**src/rtl/sram_sample_unpacker_if.sv**
```systemverilog
// Unpacked sample stream toward the forward DCT: valid/ready handshake carrying 16-bit signed samples.
interface sram_sample_unpacker_if;
  logic        out_valid;
  logic        out_ready;
  logic [15:0] out_sample;

  modport master (output out_valid, output out_sample, input out_ready);
  modport slave  (input out_valid, input out_sample, output out_ready);
endinterface

```
**src/rtl/sram_sample_unpacker.sv**
```systemverilog
// Reads packed byte pairs from SRAM and emits level-shifted signed samples, high byte first; first sample 4 cycles after start.
// Backpressure: out_ready stalls the stream; reads are throttled so in-flight plus buffered words never exceed BUF_DEPTH.
module sram_sample_unpacker #(
  parameter int ADDR_W      = 18,
  parameter int LEVEL_SHIFT = 128,
  parameter int BUF_DEPTH   = 4
) (
  input  logic                   Clock,
  input  logic                   Reset,
  input  logic                   start,
  input  logic [ADDR_W-1:0]      base_addr,
  input  logic [15:0]            word_count,
  output logic                   busy,
  output logic                   done,
  output logic [ADDR_W-1:0]      SRAM_address,
  output logic                   SRAM_we_n,
  input  logic [15:0]            SRAM_read_data,
  sram_sample_unpacker_if.master smp
);
  localparam int PW = $clog2(BUF_DEPTH);
  localparam int CW = PW + 1;

  typedef enum logic [1:0] {IDLE, ISSUE, DRAIN, FINISH} state_t;
  state_t state;

  logic [ADDR_W-1:0] next_addr;
  logic [15:0]       issue_left;
  logic              issued;   // SRAM_address holds a live read this cycle
  logic [1:0]        rd_pipe;

  logic [15:0]       buf_mem [BUF_DEPTH];
  logic [PW-1:0]     wr_ptr;
  logic [PW-1:0]     rd_ptr;
  logic [CW-1:0]     buf_cnt;
  logic              lo_half;

  logic [CW-1:0]     inflight;
  logic [CW:0]       occupancy;
  logic              can_issue;
  logic              buf_wr;
  logic              buf_pop;
  logic              xfer;
  logic              drained;
  logic [7:0]        head_byte;

  assign SRAM_we_n = 1'b1;

  assign inflight  = CW'(issued) + CW'(rd_pipe[0]) + CW'(rd_pipe[1]);
  assign occupancy = (CW+1)'(inflight) + (CW+1)'(buf_cnt);
  assign can_issue = occupancy < (CW+1)'(BUF_DEPTH);

  assign buf_wr  = rd_pipe[1];
  assign xfer    = smp.out_valid && smp.out_ready;
  assign buf_pop = xfer && lo_half;

  // Finish as soon as the last sample leaves, not a cycle later.
  assign drained = (inflight == '0) &&
                   ((buf_cnt == '0) || ((buf_cnt == CW'(1)) && buf_pop));

  assign head_byte      = lo_half ? buf_mem[rd_ptr][7:0] : buf_mem[rd_ptr][15:8];
  assign smp.out_valid  = (buf_cnt != '0);
  assign smp.out_sample = smp.out_valid ? ({8'h00, head_byte} - 16'(LEVEL_SHIFT)) : 16'h0000;

  always_ff @(posedge Clock) begin
    if (Reset) begin
      state        <= IDLE;
      busy         <= 1'b0;
      done         <= 1'b0;
      SRAM_address <= '0;
      next_addr    <= '0;
      issue_left   <= '0;
      issued       <= 1'b0;
      rd_pipe      <= '0;
    end else begin
      issued  <= 1'b0;
      rd_pipe <= {rd_pipe[0], issued};
      case (state)
        IDLE: begin
          if (start) begin
            next_addr  <= base_addr;
            issue_left <= word_count;
            busy       <= 1'b1;
            state      <= (word_count == 16'd0) ? FINISH : ISSUE;
          end
        end
        ISSUE: begin
          if (can_issue) begin
            SRAM_address <= next_addr;
            next_addr    <= next_addr + ADDR_W'(1);
            issue_left   <= issue_left - 16'd1;
            issued       <= 1'b1;
            if (issue_left == 16'd1) state <= DRAIN;
          end
        end
        DRAIN: begin
          if (drained) begin
            state <= FINISH;
            busy  <= 1'b0;
            done  <= 1'b1;
          end
        end
        FINISH: begin
          // A zero-length transfer arrives here with done low and spends one busy cycle first.
          if (done) begin
            done  <= 1'b0;
            state <= IDLE;
          end else begin
            done <= 1'b1;
            busy <= 1'b0;
          end
        end
        default: state <= IDLE;
      endcase
    end
  end

  always_ff @(posedge Clock) begin
    if (Reset) begin
      for (int i = 0; i < BUF_DEPTH; i++) buf_mem[i] <= '0;
      wr_ptr  <= '0;
      rd_ptr  <= '0;
      buf_cnt <= '0;
      lo_half <= 1'b0;
    end else begin
      if (buf_wr) begin
        buf_mem[wr_ptr] <= SRAM_read_data;
        wr_ptr          <= wr_ptr + PW'(1);
      end
      if (xfer)    lo_half <= ~lo_half;
      if (buf_pop) rd_ptr  <= rd_ptr + PW'(1);
      buf_cnt <= buf_cnt + CW'(buf_wr) - CW'(buf_pop);
    end
  end

  buf_no_overflow: assert property (@(posedge Clock) disable iff (Reset)
    !(buf_wr && !buf_pop && (buf_cnt == CW'(BUF_DEPTH))));

endmodule

```
**src/flat_wrapper.sv**
```systemverilog
// flat-port wrapper written by rule: the top's interface ports become plain ports
module sram_sample_unpacker_flat 
#(
  parameter int ADDR_W      = 18,
  parameter int LEVEL_SHIFT = 128,
  parameter int BUF_DEPTH   = 4
)
  (Clock, Reset, start, base_addr, word_count, busy, done, SRAM_address, SRAM_we_n, SRAM_read_data, smp_out_valid, smp_out_sample, smp_out_ready);
  sram_sample_unpacker_if smp_i ();
  input  logic Clock;
  input  logic Reset;
  input  logic start;
  input  logic [ADDR_W-1:0] base_addr;
  input  logic [15:0] word_count;
  output logic busy;
  output logic done;
  output logic [ADDR_W-1:0] SRAM_address;
  output logic SRAM_we_n;
  input  logic [15:0] SRAM_read_data;
  output wire logic [$bits(smp_i.out_valid)-1:0] smp_out_valid;
  output wire logic [$bits(smp_i.out_sample)-1:0] smp_out_sample;
  input wire logic [$bits(smp_i.out_ready)-1:0] smp_out_ready;
  assign smp_out_valid = smp_i.out_valid;
  assign smp_out_sample = smp_i.out_sample;
  assign smp_i.out_ready = smp_out_ready;
  sram_sample_unpacker #(.ADDR_W(ADDR_W), .LEVEL_SHIFT(LEVEL_SHIFT), .BUF_DEPTH(BUF_DEPTH)) u_core (.Clock(Clock), .Reset(Reset), .start(start), .base_addr(base_addr), .word_count(word_count), .busy(busy), .done(done), .SRAM_address(SRAM_address), .SRAM_we_n(SRAM_we_n), .SRAM_read_data(SRAM_read_data), .smp(smp_i));
endmodule
```
**config.mk**
```make
export PLATFORM = sky130hd
export DESIGN_NAME = sram_sample_unpacker_flat
export DESIGN_NICKNAME = d
export VERILOG_FILES = /design/src/rtl/sram_sample_unpacker_if.sv /design/src/rtl/sram_sample_unpacker.sv /design/src/flat_wrapper.sv
export SDC_FILE = /design/constraint.sdc
export NUM_CORES = 1
export LEC_CHECK = 0
export ABC_AREA = 1
export CELL_PAD_IN_SITES_DETAIL_PLACEMENT = 0
export CELL_PAD_IN_SITES_GLOBAL_PLACEMENT = 1
export CORE_MARGIN = 2
export CORE_UTILIZATION = 45
export CTS_BUF_LIST = sky130_fd_sc_hd__clkbuf_2
export CTS_CLUSTER_SIZE = 14
export DETAILED_ROUTE_END_ITERATION = 10
export PLACE_DENSITY = 0.95
export SYNTH_ARGS = -nofsm -noshare
export SYNTH_HDL_FRONTEND = slang
export SYNTH_SLANG_ARGS = --single-unit
export TNS_END_PERCENT = 1
```
**constraint.sdc**
```tcl
create_clock -name Clock -period 5.7 [get_ports Clock]
set_clock_uncertainty 0.15 [all_clocks]
set_input_delay 0.855 -clock Clock [delete_from_list [all_inputs] [get_ports Clock]]
set_output_delay 0.855 -clock Clock [all_outputs]
set_load 0.01 [all_outputs]
```
# Word level (Yosys, flattened, before mapping)
# Memory sizes are Yosys's and may differ from the RTL's. A register that Yosys moved wholly into a read port is not among the register bits.
# Cells that the tools add are included.
# Widths: inputs -> output; s select.
[op_classes]
muxes = 33
reduce_logical = 20
bitwise_logic = 2
n_addsub = 10
order_cmp = 1
n_eq_ne = 11
[ops]
columns = ["cell", "count"]
rows = [
  ["$mux 16", 4],
  ["$mux 18", 2],
  ["$pmux 18 s2", 1],
  ["$pmux 16 s2", 1],
  ["$add 18x1->18 const B", 1],
  ["$mux 2", 9],
  ["$eq 16x1->1 const B", 1],
  ["$logic_not 16->1", 1],
  ["$reduce_or 16->1", 1],
  ["$sub 16x1->16 const B", 1],
  ["$mux 1", 12],
  ["$sub 8x8->9 const B", 1],
  ["$mux 8", 1],
  ["$ne 2x1->1 const B", 4],
  ["$pmux 2 s4", 1],
  ["$add 3x1->3", 2],
  ["$logic_not 3->1", 2],
  ["$reduce_bool 3->1", 2],
  ["$reduce_and 5->1", 1],
  ["$add 2x1->2 const B", 2],
  ["$add 3x3->4", 1],
  ["$eq 2x2->1 const B", 2],
  ["$logic_and 1x1->1", 4],
  ["$lt 4x3->1 const B", 1],
  ["15 further kinds", 19],
]
[word_totals]
output_inout_bits = 38
memories = 1
register_bits = 67
in_bits = 54
mem_bits_rw = 64
wordCells = 90
[memory_table]
columns = ["name", "depth", "word_bits", "read_ports", "rd_ports_with_merged_regs", "wr", "line", "text"]
rows = [
  ["u_core.buf_mem", 4, 16, 1, 1, 4, "sram_sample_unpacker.sv:31", "logic [15:0] buf_mem [BUF_DEPTH];"],
]

# Logic depth before layout (Yosys ltp)
[logic_depth]
word_depth = 8
depth_mapped = 15
mapped_depth_nobuf = 13

# Least setup slack after synthesis
# Ideal clock, no wire load.
[synth_path]
kind = "input -> register"
start = "input port Reset"
end = "memory u_core.buf_mem[2][0] (enable)"
setup_ns = 0.411
t_required_ns = 5.139
stages = 4
t_arrival_ns = 2.074
slack_ns = 3.064
n_path_buf = 2
cell_sequence = "clkbuf_1 clkinv_1 clkbuf_1 o21ai_0"
[synth_rtl]
columns = ["element", "line", "text"]
rows = [
  ["start: declaration", "flat_wrapper.sv:11", "input logic Reset;"],
  ["end: declaration", "sram_sample_unpacker.sv:31", ""],
]

==> out/metrics.csv <==
metric,value,unit
status,"finished, final reports clean",
clock_latency,0.70,ns
die_y,128,um
grt_pass1_wl,26.7,mm
syn-cell-area,0.00692,mm2
wl_per_cell,13.4,um
nNetsFinal,1072,
yosysTopAreaCellShare,27.8,%
ys_async_sr_fraction,0,%
hold_path_startpoint,u_core.SRAM_address[9]$_SDFFE_PP0P_,
track_usage,20.8,%
synth_warnings,0,
arrival,3.83,ns
drv_slew,0,
worstSetupPathType,register to output port,
cts_resized,0,
numCtsBuffers,17,
p_per_area,368,mW/mm2
htreeDepth,4,
tightest_slew,1.01,ns
dieArea,0.0164,mm2
cts_buffer_depth,2,
maxUsedRoutingLayer,met4,
cts.sinks,133,
dr_wl_met3,896,um
synth_most_common_cell,nor2_1,
num_vias,6089,
clkTransAtPathRegs,0.18,ns
place_congestion,0.829,
route.met2.wl,7.94,mm
cp-start-kind,register,
area_growth,16.6,%
grt_pass1_vias,5620,
synth.ff_latch_count,133,
yosys-top-cells-count,"nor2_1, nand2_1, inv_1",
ir_worst_vdd,193,uV
rows,45,
dp_hpwl,11.3,mm
die_x,128,um
finalCriticalPeriod,4.83,ns
maxCapViolCount,0,
hold_slack,0.307,ns
reg2reg_from,u_core.rd_pipe[1]$_SDFF_PP0_,
cts_tree,done,
grt_overflow,0,
routed_wirelength,16.2,mm
wl_met1,7.03,mm
ys_types,37,
syn_avg_cell_area,7.42,um2
slowest_delay,1.03,ns
setup_viol,0,
synth_nets,1003,
start_util,45.9,%
critPathCaptureType,output port,
hold_viol_final,0,
grt_max_degree,46,
synthCells,933,
postCtsHoldBufs,0,
preCtsSetupSlack,1.65,ns
rsz0062_at_grt,false,
synth_area_leaders,"edfxtp_1, dfxtp_1, nor2_1",
cts_setup_buffers,0,
synth-edff-count,64,
path_cells,inv_1 -> nand2_1 -> nand3_1 -> nand3_1 -> nand2_1 -> nor2_1 -> clkdlybuf4s50_1,
ys.flop_type,dfxtp_1,
period_share,84.8,%
path_max_fanout,34,
drc,0,
ys_seq_area_share,47.7,%
dr.first_iter.drc_count,330,
finalWorstSetupSlack,0.867,ns
via_per_inst,5.06,
antenna_found_initial,1,
tns,0,ns
relSlewSlack,32.3,%
max_freq,207,MHz
worstHoldPathType,register to register,
io_buffers,90,
core,0.0151,mm2
ant_nets,0,
critical_path_required,4.70,ns
first_pass_iters,5,
drive_above_1_share,5.32,%
p_leak,3.26,nW
clock-root-buffer,clkbuf_2,
crit_slowest_cell,dfxtp_1,
io_pins,92,
synth_top_area_cell,edfxtp_1,
layout make-up:
type,instances,area [um2]
diodes,1,2.50
repair buffers,96,946
multi-input cells,636,2950
clock inverters,10,85.1
well taps,188,235
inverters,118,443
flip-flops and latches,133,3300
clock buffers,22,110
fillers,1486,7020
metrics by stage:
step / utilization [%] / instance area (um2) / power [mW] / instances
after floorplan: - / 6920 / 2.14 / 933
after global placement: 52.2 / 7870 / 2.49 / 1171
after detailed placement: 52.2 / 7870 / 2.50 / 1171
after CTS: 53.5 / 8070 / 3.00 / 1203
after global routing: 53.5 / 8070 / 3.22 / 1204
final: 53.5 / 8070 / 2.97 / 1204
final timing paths:
check                                        end  slack, ns  depth (start not counted)
max reg2reg    u_core.next_addr[16]$_SDFFE_PP0P_       2.20                         13
max                            smp_out_sample[8]       0.87                          7
min reg2reg  u_core.SRAM_address[9]$_SDFFE_PP0P_       0.31                          2
min          u_core.SRAM_address[9]$_SDFFE_PP0P_       0.31                          2
power breakdown:
part / total, mW / switching (mW) / internal, mW
Combinational: 1.13 / 0.697 / 0.434
Sequential: 1.34 / 0.164 / 1.18
Clock: 0.499 / 0.336 / 0.163
logic make-up after synthesis:
family / Yosys count / share of synthesized area, %
AOI/OAI and AO/OA: 174 / 13.3
xor gates and xnor gates: 2 / 0.253
other: 1 / 0.0542
buffers and inverters: 164 / 9.69
and+or+nand+nor: 443 / 25.9
DFF: 133 / 47.7
adders and majority gates: 16 / 3.11
state kept, by name, summed over array words and instances, names as in the netlist, 3 cells and up, named ones only:
signal	flops
u_core.buf_mem	64
u_core.SRAM_address	18
u_core.next_addr	18
u_core.issue_left	16
u_core.buf_cnt	3
layer usage:
metal  GRT usage (%)  up-vias
met2            35.7      174
met4            8.14        0
met5               0        -
li1                -     3137
met1            25.8     2754
met3            4.13       24
cells in the final DEF (no fill, tap or decap), types with 7 or more instances in the layout:
cell and count:
a21oi_1 54, clkbuf_2 22, clkdlybuf4s50_1 90, dfxtp_1 69, edfxtp_1 64, ha_1 14, inv_1 113, nand2_1 165
nand3_1 48, nor2_1 204, o21ai_0 91, o21ai_1 7, o22ai_1 14
critical path, delay by kind of cell (launching register included):
kind | cells | cell delay (ns)
buffers and inverters | 2 | 1.31
DFF | 1 | 1.03
and+or+nand+nor | 5 | 0.80
No activity file was read; power rests on OpenSTA's default activity.
